**src/rtl/mult8_seq_ctrl_pkg.sv**
```systemverilog
// Shared types and constants for the nibble-sequenced 8x8 multiplier.
package mult8_seq_ctrl_pkg;

  typedef enum logic [2:0] {
    ST_IDLE,
    ST_P0,
    ST_P1,
    ST_P2,
    ST_P3,
    ST_DONE
  } state_t;

  localparam int unsigned NIB_W = 4;

  // Left shift applied to each nibble partial product before accumulation
  localparam int unsigned SH_P0 = 0;
  localparam int unsigned SH_P1 = 4;
  localparam int unsigned SH_P2 = 4;
  localparam int unsigned SH_P3 = 8;

endpackage

```
**src/rtl/mult8_seq_ctrl_if.sv**
```systemverilog
// Operand/result valid-ready bus between operand source, sequencer and consumer.
interface mult8_seq_ctrl_if #(
  parameter int unsigned W_IN  = 8,
  parameter int unsigned W_OUT = 16
);
  logic              in_valid;
  logic              in_ready;
  logic [W_IN-1:0]   a;
  logic [W_IN-1:0]   b;
  logic              out_valid;
  logic              out_ready;
  logic [W_OUT-1:0]  product;

  modport master (
    output in_valid, a, b, out_ready,
    input  in_ready, out_valid, product
  );

  modport slave (
    input  in_valid, a, b, out_ready,
    output in_ready, out_valid, product
  );
endinterface

```
**src/rtl/mult8_seq_ctrl_core.sv**
```systemverilog
// Combinational 4x4 unsigned array multiplier core.
module mul4x4_core (
  input  logic [3:0] m,
  input  logic [3:0] q,
  output logic [7:0] p
);

  // Sum of shifted partial-product rows, one row per multiplier bit
  always_comb begin
    p = '0;
    for (int unsigned i = 0; i < 4; i++) begin
      if (q[i]) begin
        p = p + ({4'b0000, m} << i);
      end
    end
  end

endmodule

```
**src/rtl/mult8_seq_ctrl.sv**
```systemverilog
// Sequencer building an 8x8 unsigned product from four passes of one 4x4 core.
module mult8_seq_ctrl
  import mult8_seq_ctrl_pkg::*;
#(
  parameter int unsigned W_IN      = 8,
  parameter int unsigned W_OUT     = 16,
  parameter int unsigned ZERO_SKIP = 1
) (
  input  logic              clk,
  input  logic              rst_n,
  input  logic              clr,
  mult8_seq_ctrl_if.slave   bus,
  output logic              busy
);

  state_t                 state, state_next;
  logic [W_IN-1:0]        a_q, b_q;
  logic [W_OUT-1:0]       acc, acc_next;
  logic [W_OUT-1:0]       product_q;
  logic                   load_product;
  logic [NIB_W-1:0]       core_m, core_q;
  logic [2*NIB_W-1:0]     pp;
  logic [W_OUT-1:0]       pp_ext;
  logic                   accept;
  logic                   zero_op;

  // Ready only depends on out_ready while a result is being handed off
  assign bus.in_ready  = !clr && ((state == ST_IDLE) || ((state == ST_DONE) && bus.out_ready));
  assign accept        = bus.in_valid && bus.in_ready;
  assign zero_op       = (ZERO_SKIP != 0) && ((bus.a == '0) || (bus.b == '0));
  assign bus.out_valid = (state == ST_DONE);
  assign bus.product   = product_q;
  assign busy          = (state != ST_IDLE);

  // Route the latched operand nibbles for the current pass into the core
  always_comb begin
    core_m = '0;
    core_q = '0;
    case (state)
      ST_P0: begin core_m = a_q[NIB_W-1:0];       core_q = b_q[NIB_W-1:0];       end
      ST_P1: begin core_m = a_q[2*NIB_W-1:NIB_W]; core_q = b_q[NIB_W-1:0];       end
      ST_P2: begin core_m = a_q[NIB_W-1:0];       core_q = b_q[2*NIB_W-1:NIB_W]; end
      ST_P3: begin core_m = a_q[2*NIB_W-1:NIB_W]; core_q = b_q[2*NIB_W-1:NIB_W]; end
      default: ;
    endcase
  end

  mul4x4_core u_core (
    .m (core_m),
    .q (core_q),
    .p (pp)
  );

  assign pp_ext = {{(W_OUT-2*NIB_W){1'b0}}, pp};

  // Next state, accumulator update and product-load strobe
  always_comb begin
    state_next   = state;
    acc_next     = acc;
    load_product = 1'b0;
    case (state)
      ST_IDLE: begin
        if (accept) begin
          acc_next     = '0;
          state_next   = zero_op ? ST_DONE : ST_P0;
          load_product = zero_op;
        end
      end
      ST_P0: begin
        acc_next   = acc + (pp_ext << SH_P0);
        state_next = ST_P1;
      end
      ST_P1: begin
        acc_next   = acc + (pp_ext << SH_P1);
        state_next = ST_P2;
      end
      ST_P2: begin
        acc_next   = acc + (pp_ext << SH_P2);
        state_next = ST_P3;
      end
      ST_P3: begin
        acc_next     = acc + (pp_ext << SH_P3);
        state_next   = ST_DONE;
        load_product = 1'b1;
      end
      ST_DONE: begin
        if (bus.out_ready) begin
          state_next = ST_IDLE;
          if (accept) begin
            acc_next     = '0;
            state_next   = zero_op ? ST_DONE : ST_P0;
            load_product = zero_op;
          end
        end
      end
      default: state_next = ST_IDLE;
    endcase
    // accept is already blocked by clr through in_ready, so only the state needs forcing
    if (clr) begin
      state_next   = ST_IDLE;
      load_product = 1'b0;
    end
  end

  // State, operand, accumulator and product registers
  always_ff @(posedge clk or negedge rst_n) begin
    if (!rst_n) begin
      state     <= ST_IDLE;
      a_q       <= '0;
      b_q       <= '0;
      acc       <= '0;
      product_q <= '0;
    end else begin
      state <= state_next;
      acc   <= acc_next;
      if (accept) begin
        a_q <= bus.a;
        b_q <= bus.b;
      end
      if (load_product) begin
        product_q <= acc_next;
      end
    end
  end

endmodule

```
**src/flat_wrapper.sv**
```systemverilog
// flat-port wrapper written by rule: the top's interface ports become plain ports
module mult8_seq_ctrl_flat import mult8_seq_ctrl_pkg::*;
#(
  parameter int unsigned W_IN      = 8,
  parameter int unsigned W_OUT     = 16,
  parameter int unsigned ZERO_SKIP = 1
)
  (clk, rst_n, clr, busy, bus_in_valid, bus_a, bus_b, bus_out_ready, bus_in_ready, bus_out_valid, bus_product);
  mult8_seq_ctrl_if #(.W_IN(W_IN), .W_OUT(W_OUT)) bus_i ();
  input  logic clk;
  input  logic rst_n;
  input  logic clr;
  output logic busy;
  input wire logic [$bits(bus_i.in_valid)-1:0] bus_in_valid;
  input wire logic [$bits(bus_i.a)-1:0] bus_a;
  input wire logic [$bits(bus_i.b)-1:0] bus_b;
  input wire logic [$bits(bus_i.out_ready)-1:0] bus_out_ready;
  output wire logic [$bits(bus_i.in_ready)-1:0] bus_in_ready;
  output wire logic [$bits(bus_i.out_valid)-1:0] bus_out_valid;
  output wire logic [$bits(bus_i.product)-1:0] bus_product;
  assign bus_i.in_valid = bus_in_valid;
  assign bus_i.a = bus_a;
  assign bus_i.b = bus_b;
  assign bus_i.out_ready = bus_out_ready;
  assign bus_in_ready = bus_i.in_ready;
  assign bus_out_valid = bus_i.out_valid;
  assign bus_product = bus_i.product;
  mult8_seq_ctrl #(.W_IN(W_IN), .W_OUT(W_OUT), .ZERO_SKIP(ZERO_SKIP)) u_core (.clk(clk), .rst_n(rst_n), .clr(clr), .bus(bus_i), .busy(busy));
endmodule
```
**config.mk**
```make
export PLATFORM = sky130hd
export DESIGN_NAME = mult8_seq_ctrl_flat
export DESIGN_NICKNAME = d
export VERILOG_FILES = /design/src/rtl/mult8_seq_ctrl_pkg.sv /design/src/rtl/mult8_seq_ctrl_if.sv /design/src/rtl/mult8_seq_ctrl_core.sv /design/src/rtl/mult8_seq_ctrl.sv /design/src/flat_wrapper.sv
export SDC_FILE = /design/constraint.sdc
export NUM_CORES = 1
export LEC_CHECK = 0
export ABC_AREA = 1
export CAP_MARGIN = 20
export CORE_ASPECT_RATIO = 1.5
export CORE_MARGIN = 10
export CORE_UTILIZATION = 40
export CTS_CLUSTER_DIAMETER = 80
export DETAILED_ROUTE_END_ITERATION = 6
export PLACE_DENSITY = 0.61
export SLEW_MARGIN = 0
export SYNTH_ARGS = -nofsm -noshare
export SYNTH_HDL_FRONTEND = slang
export SYNTH_SLANG_ARGS = --single-unit
```
**constraint.sdc**
```tcl
create_clock -name clk -period 6.7 [get_ports clk]
set_clock_uncertainty 0.1 [all_clocks]
set_input_delay 1.34 -clock clk [delete_from_list [all_inputs] [get_ports clk]]
set_output_delay 1.34 -clock clk [all_outputs]
set_load 0.1 [all_outputs]
```
# ---- Word level (Yosys, flattened, before mapping)
# Index checks and enable logic that the tools add are counted.
dict set report classes {
  add_sub_neg 6
  n_eq_ne 7
  muxes 19
  n_reduce_logical 16
}
# cell count
set op_table {}
lappend op_table {{$pmux W16 S5} 1}
lappend op_table {{$mux W16} 2}
lappend op_table {{$mux W8} 3}
lappend op_table {{$pmux W3 S6} 1}
lappend op_table {{$add A16 B12 Y16} 1}
lappend op_table {{$add A16 B16 Y16} 1}
lappend op_table {{$add A16 B8 Y16} 1}
lappend op_table {{$logic_not A8 Y1} 2}
lappend op_table {{$pmux W4 S2} 2}
lappend op_table {{$mux W3} 5}
lappend op_table {{$reduce_or A2 Y1} 5}
lappend op_table {{$add A8 B5 Y8} 1}
lappend op_table {{$add A8 B6 Y8} 1}
lappend op_table {{$add A8 B7 Y8} 1}
lappend op_table {{$eq A3 B2 Y1 const B} 2}
lappend op_table {{$eq A3 B3 Y1 const B} 2}
lappend op_table {{$mux W4} 1}
lappend op_table {{$eq A3 B1 Y1 const B} 1}
lappend op_table {{$logic_and A1 B1 Y1} 3}
lappend op_table {{$logic_not A3 Y1} 1}
lappend op_table {{$mux W1} 3}
lappend op_table {{$ne A3 B2 Y1 const B} 1}
lappend op_table {{$ne A3 B3 Y1 const B} 1}
lappend op_table {{$pmux W1 S3} 1}
lappend op_table {{4 further kinds} 5}
dict set report totals {
  reg_bits 51
  in_bits 21
  output_inout_bits 19
  word_cells 53
}

# ---- Logic depth before layout (Yosys ltp)
dict set report logic_depth {
  word_depth 12
  depth_mapped 41
  ltp_nobuf 40
}

# ---- Cells and area by module
# From an unflattened synthesis, not the netlist that was laid out.
dict set report hier_totals {
  cells_unflattened 676
  area_unflattened_um2 4444.3
}
# mod instances cells_per_inst area_per_inst_um2 seq_area_each_um2
set by_module_without_submodules {}
lappend by_module_without_submodules {mult8_seq_ctrl 1 577 3828.7 1276.2}
lappend by_module_without_submodules {mul4x4_core 1 99 615.6 0.0}

# ---- Least setup slack after synthesis
# No wires, ideal clock.
dict set report synth_path {
  path_type {reg2reg}
  from {register u_core.state[1]}
  to {register u_core.product_q[7] (netlist: u_core.bus.product[7])}
  setup_time_ps 120
  arrival_ps 5227
  required_time_ps 6480
  setup_slack_ps 1253
  path_stages_with_launch 30
  path_buffers 0
  period_less_slack_ps 5447
  cell_sequence {dfrtp_1 > nor2_2 > nand2_2 > nand2_1 > a22oi_1 > inv_1 > nand2_1 > inv_1 > ha_1 > fa_1 > nand2_1 > o21ai_0 > ha_1 > fa_1 > or2_1 > and2_1 > ha_1 > inv_1 > fa_1 > o21ai_0 > ha_1 > nand2_1 > nand2_1 > a21oi_1 > nand2_1 > or2_2 > nand3_1 > nand3_2 > nand2_1 > nand2_1}
}
dict set report synth_via {
  elab_chain_len 12
  elab_cells_between_ends 33
  classes_between {add/sub (5); eq/ne (5); mux (13); reduce/logical (10)}
}
# element line
set synth_lines {}
lappend synth_lines {{from (decl)} mult8_seq_ctrl.sv:16} ;# state_t state, state_next;
lappend synth_lines {{from (signal assigned)} mult8_seq_ctrl.sv:114} ;# state <= state_next;
lappend synth_lines {{$eq A3 B2 Y1 (tied with other cells)} {mult8_seq_ctrl.sv:39, mult8_seq_ctrl.sv:61}}
lappend synth_lines {{$reduce_or A2 Y1 (no source line)} -}
lappend synth_lines {{$pmux W4 S2} mult8_seq_ctrl.sv:39} ;# case (state)
lappend synth_lines {{$mux W4} mult8_seq_ctrl_core.sv:12} ;# if (q[i]) begin
lappend synth_lines {{$add A8 B5 Y8} mult8_seq_ctrl_core.sv:13} ;# p = p + ({4'b0000, m} << i);
lappend synth_lines {{$mux W8} mult8_seq_ctrl_core.sv:12}
lappend synth_lines {{$add A8 B6 Y8} mult8_seq_ctrl_core.sv:13}
lappend synth_lines {{$mux W8} mult8_seq_ctrl_core.sv:12}
lappend synth_lines {{$add A8 B7 Y8} mult8_seq_ctrl_core.sv:13}
lappend synth_lines {{$mux W8} mult8_seq_ctrl_core.sv:12}
lappend synth_lines {{$add A16 B12 Y16 / $add A16 B8 Y16 (equally long branches)} {mult8_seq_ctrl.sv:74, mult8_seq_ctrl.sv:78, mult8_seq_ctrl.sv:70}}
lappend synth_lines {{$pmux W16 S5 (*)} mult8_seq_ctrl.sv:61} ;# case (state)
lappend synth_lines {{net u_core.acc_next[7]} mult8_seq_ctrl.sv:18} ;# logic [W_OUT-1:0] acc, acc_next;
lappend synth_lines {{to (signal assigned)} mult8_seq_ctrl.sv:121} ;# product_q <= acc_next;
lappend synth_lines {{to (decl)} mult8_seq_ctrl.sv:19} ;# logic [W_OUT-1:0] product_q;
# The timed path passes the listed nets; every way through them passes the cells marked *.
# A chain may end at the register's enable or synchronous reset.

# ---- Worst setup path in the final report
dict set report layout_path {
  from {register u_core.state[1]}
  to {register u_core.product_q[15] (netlist: u_core.bus.product[15])}
}
dict set report layout_via {
  elab_chain_len 12
  elab_cells_between_ends 34
  classes_between {add/sub (6); eq/ne (5); mux (13); reduce/logical (10)}
}
# element line
set layout_lines {}
lappend layout_lines {{$eq A3 B2 Y1 (tied with other cells)} {mult8_seq_ctrl.sv:39, mult8_seq_ctrl.sv:61}}
lappend layout_lines {{$reduce_or A2 Y1 (no source line)} -}
lappend layout_lines {{$pmux W4 S2} mult8_seq_ctrl.sv:39}
lappend layout_lines {{$mux W4} mult8_seq_ctrl_core.sv:12}
lappend layout_lines {{$add A8 B5 Y8} mult8_seq_ctrl_core.sv:13}
lappend layout_lines {{$mux W8} mult8_seq_ctrl_core.sv:12}
lappend layout_lines {{$add A8 B6 Y8} mult8_seq_ctrl_core.sv:13}
lappend layout_lines {{$mux W8} mult8_seq_ctrl_core.sv:12}
lappend layout_lines {{$add A8 B7 Y8} mult8_seq_ctrl_core.sv:13}
lappend layout_lines {{$mux W8} mult8_seq_ctrl_core.sv:12}
lappend layout_lines {{$add A16 B16 Y16 (tied with other cells)} mult8_seq_ctrl.sv:82} ;# acc_next = acc + (pp_ext << SH_P3);
lappend layout_lines {{$pmux W16 S5 (*)} mult8_seq_ctrl.sv:61}
lappend layout_lines {{net u_core.acc_next[15]} mult8_seq_ctrl.sv:18}
# Marked as above.

==> results.json <==
{
  "status": "complete, no violations",
  "clk_pin_slew_worst_paths_ns": 0.07,
  "numClockSinks": 51,
  "viasPerCell": 5.04,
  "htreeDepth": 2,
  "clk_latency_ns": 0.30,
  "dieArea_um2": 15400,
  "ctsHoldBuffers": 0,
  "boundaryPins": 40,
  "finalMaxSlewViolations": 0,
  "powerDensity_nw_per_um2": 348,
  "core_area_um2": 10600,
  "cts_buffers": 5,
  "setup_viol": 0,
  "startpoint": "u_core.state[1]$_DFFE_PN0P_",
  "via_count": 4075,
  "final_common_cell": "nand2_1",
  "min_path_type": "reg2reg",
  "antennaDiodeCount": 0,
  "syn_nets": 683,
  "firstDrtPassIters": 4,
  "grt_max_degree": 52,
  "tightest_slew_ns": 1.00,
  "wl_um": 12100,
  "synth_top_area_share_pct": 29.6,
  "hp-start": "u_core.bus.product[1]$_DFFE_PN0P_",
  "netlist_area_um2": 4310,
  "die_w_um": 105,
  "area_delta_synth_final_pct": 16.3,
  "yosysTopAreaCell": "dfrtp_1",
  "start_kind": "flip-flop",
  "p_sw_share_pct": 52.9,
  "cell_internal_pwr_uw": 822,
  "ys_warn_count": 0,
  "cp_slowest_cell": "dfrtp_1",
  "critical_path_class": "reg2reg",
  "combPwrFrac_pct": 56.1,
  "crit_top_cell": "nand2_1",
  "setup_tns_ns": 0,
  "cts_tree": "built",
  "cts_buffer_depth": 2,
  "ys_types": 44,
  "peakVddDrop_mv": 0.374,
  "final_cell_mix": "nand2_1, inv_1, nand3_1, dfrtp_1, clkdlybuf4s50_1",
  "cp_num_buf_inv": 5,
  "drtAntennaViolNets": 0,
  "fin_hold_ws_ns": 0.385,
  "critPathMaxFanout": 8,
  "ys_seq_elements": 51,
  "port_buffers": 39,
  "track_usage_pct": 15.8,
  "cpPeakStageDelay_ns": 0.47,
  "finalWeightedCongestion": 0.937,
  "syn-instance-count": 622,
  "max_freq_ghz": 0.165,
  "clockRootBuffer": "clkbuf_16",
  "fin_crit_ns": 6.05,
  "grt_setup_unrepaired": "no",
  "fin_crit_sh_pct": 90.4,
  "pwr-share-seq_pct": 28.5,
  "arrival_ns": 6.15,
  "grt_overflow": 0,
  "avgSynthCellArea_um2": 6.94,
  "antenna_found_initial": 0,
  "wl_per_cell_um": 15.0,
  "slew_headroom_pct": 33.0,
  "reg2reg_from": "u_core.state[1]$_DFFE_PN0P_",
  "postCtsSetupBuffers": 0,
  "ys_seq_area_share_pct": 29.6,
  "drc": 0,
  "grt_pass1_wl_um": 20000,
  "cp-end-kind": "flip-flop",
  "cp.required_ns": 6.79,
  "grt_pass1_vias": 4053,
  "die_h_um": 147,
  "initial_core_util_pct": 40.7,
  "nNetsFinal": 725,
  "synthTopCellsByArea": "dfrtp_1, nand2_1, ha_1",
  "drt_first_iter_violations": 242,
  "dp_hpwl_um": 9920,
  "drive_gt1_share_pct": 7.67,
  "power_frac_clock_pct": 15.4,
  "rows": 46,
  "crit_family": "simple AND/OR/NAND/NOR gates",
  "power_leakage_nw": 2.67,
  "maxCapViolCount": 0,
  "p_switching_uw": 923,
  "hold_viol_final": 0
}
[worst register-to-register path: cells and delay by family (launching register included)]
| kind | cells | cell delay (ns) |
|---|---|---|
| DFF | 1 | 0.47 |
| AOI/OAI and AO/OA | 4 | 0.42 |
| xor gates and xnor gates | 2 | 0.31 |
| adders and majority gates | 6 | 1.89 |
| buffers and inverters | 5 | 0.54 |
| and+or+nand+nor | 20 | 2.24 |
[routing by layer]
layer	share of wire, %	vias to the layer above	track usage (%)
met5	0	-	0
met1	44	1871	18.8
met3	3.8	17	2.67
li1	-	2104	-
met2	50	83	27.4
met4	2.6	0	6.13
[cells in the mapped netlist (all sizes together)]
cell       n
nand2    211
inv       91
nand3     57
dfrtp     51
o21ai     43
ha        34
a21oi     31
nor2      29
nand4     13
or2        9
buf        7
fa         6
o22ai      6
nor3       5
xnor2      5
xor2       5
a21boi     3
a22o       3
a21o       2
a22oi      2
and2       2
nand3b     2
nand2b     1
o2111ai    1
o211ai     1
o21a       1
o21bai     1
[layout make-up]
type | instances | area [um^2]
clock buffers | 5 | 125
well taps | 144 | 180
fillers | 1145 | 5570
clock inverters | 3 | 28.8
inverters | 91 | 349
flip-flops and latches | 51 | 1280
repair buffers | 42 | 408
multi-input cells | 473 | 2650
[power groups by stage]
stage               registers (mW)  clock network, mW  logic, mW
finish                       0.497              0.269      0.979
global route                 0.510              0.290       1.06
floorplan                    0.772                  0      0.436
detailed placement           0.501                  0      0.979
CTS                          0.497              0.279      0.983
global placement             0.502                  0      0.969
[state kept, by name (all words and copies together) (netlist names)]
signal,flops
u_core.a_q,8
u_core.acc,16
u_core.b_q,8
u_core.state,3
u_core.bus.product,16
[what timing repair did]
item                       4_1_cts  5_1_grt
setup endpoints to repair        0       13
resized for setup                0        2
hold endpoints to repair         0        0
[final timing paths]
check	depth (start not counted)	slack [ns]	endpoint
min in group asynchronous	2	1.05	u_core.bus.product[6]$_DFFE_PN0P_
worst min-delay path	2	0.38	u_core.bus.product[1]$_DFFE_PN0P_
max in group asynchronous	2	4.99	u_core.b_q[5]$_DFFE_PN0P_
worst max register to register	37	0.65	u_core.bus.product[15]$_DFFE_PN0P_
worst min register to register	2	0.38	u_core.bus.product[1]$_DFFE_PN0P_
worst max-delay path	37	0.65	u_core.bus.product[15]$_DFFE_PN0P_
[logic make-up (layout without fill, tap and decap cells)]
logic type | Yosys count | in the layout | synth area share (%)
AO/OA/AOI/OAI | 94 | 94 | 12.9
XOR/XNOR | 10 | 10 | 2.03
adder cells (fa/ha/maj) | 40 | 40 | 12.6
buffers and inverters | 98 | 141 | 9.11
flip-flops | 51 | 51 | 29.6
AND/OR/NAND/NOR | 329 | 329 | 33.7
[through the flow]
| step | instance area (um^2) | worst slack (ns) | util, % | power, mW | std cells |
|---|---|---|---|---|---|
| 3_3_place_gp | 4860 | 0.571 | 45.9 | 1.47 | 801 |
| 4_1_cts | 5010 | 0.328 | 47.3 | 1.76 | 809 |
| 3_5_place_dp | 4860 | 0.335 | 45.9 | 1.48 | 801 |
| 5_1_grt | 5020 | 0.0424 | 47.4 | 1.86 | 809 |
| 6_report | 5020 | 0.646 | 47.4 | 1.74 | 809 |
| 2_1_floorplan | 4310 | 1.25 | - | 1.21 | 622 |
(Power assumes the default switching activity.)
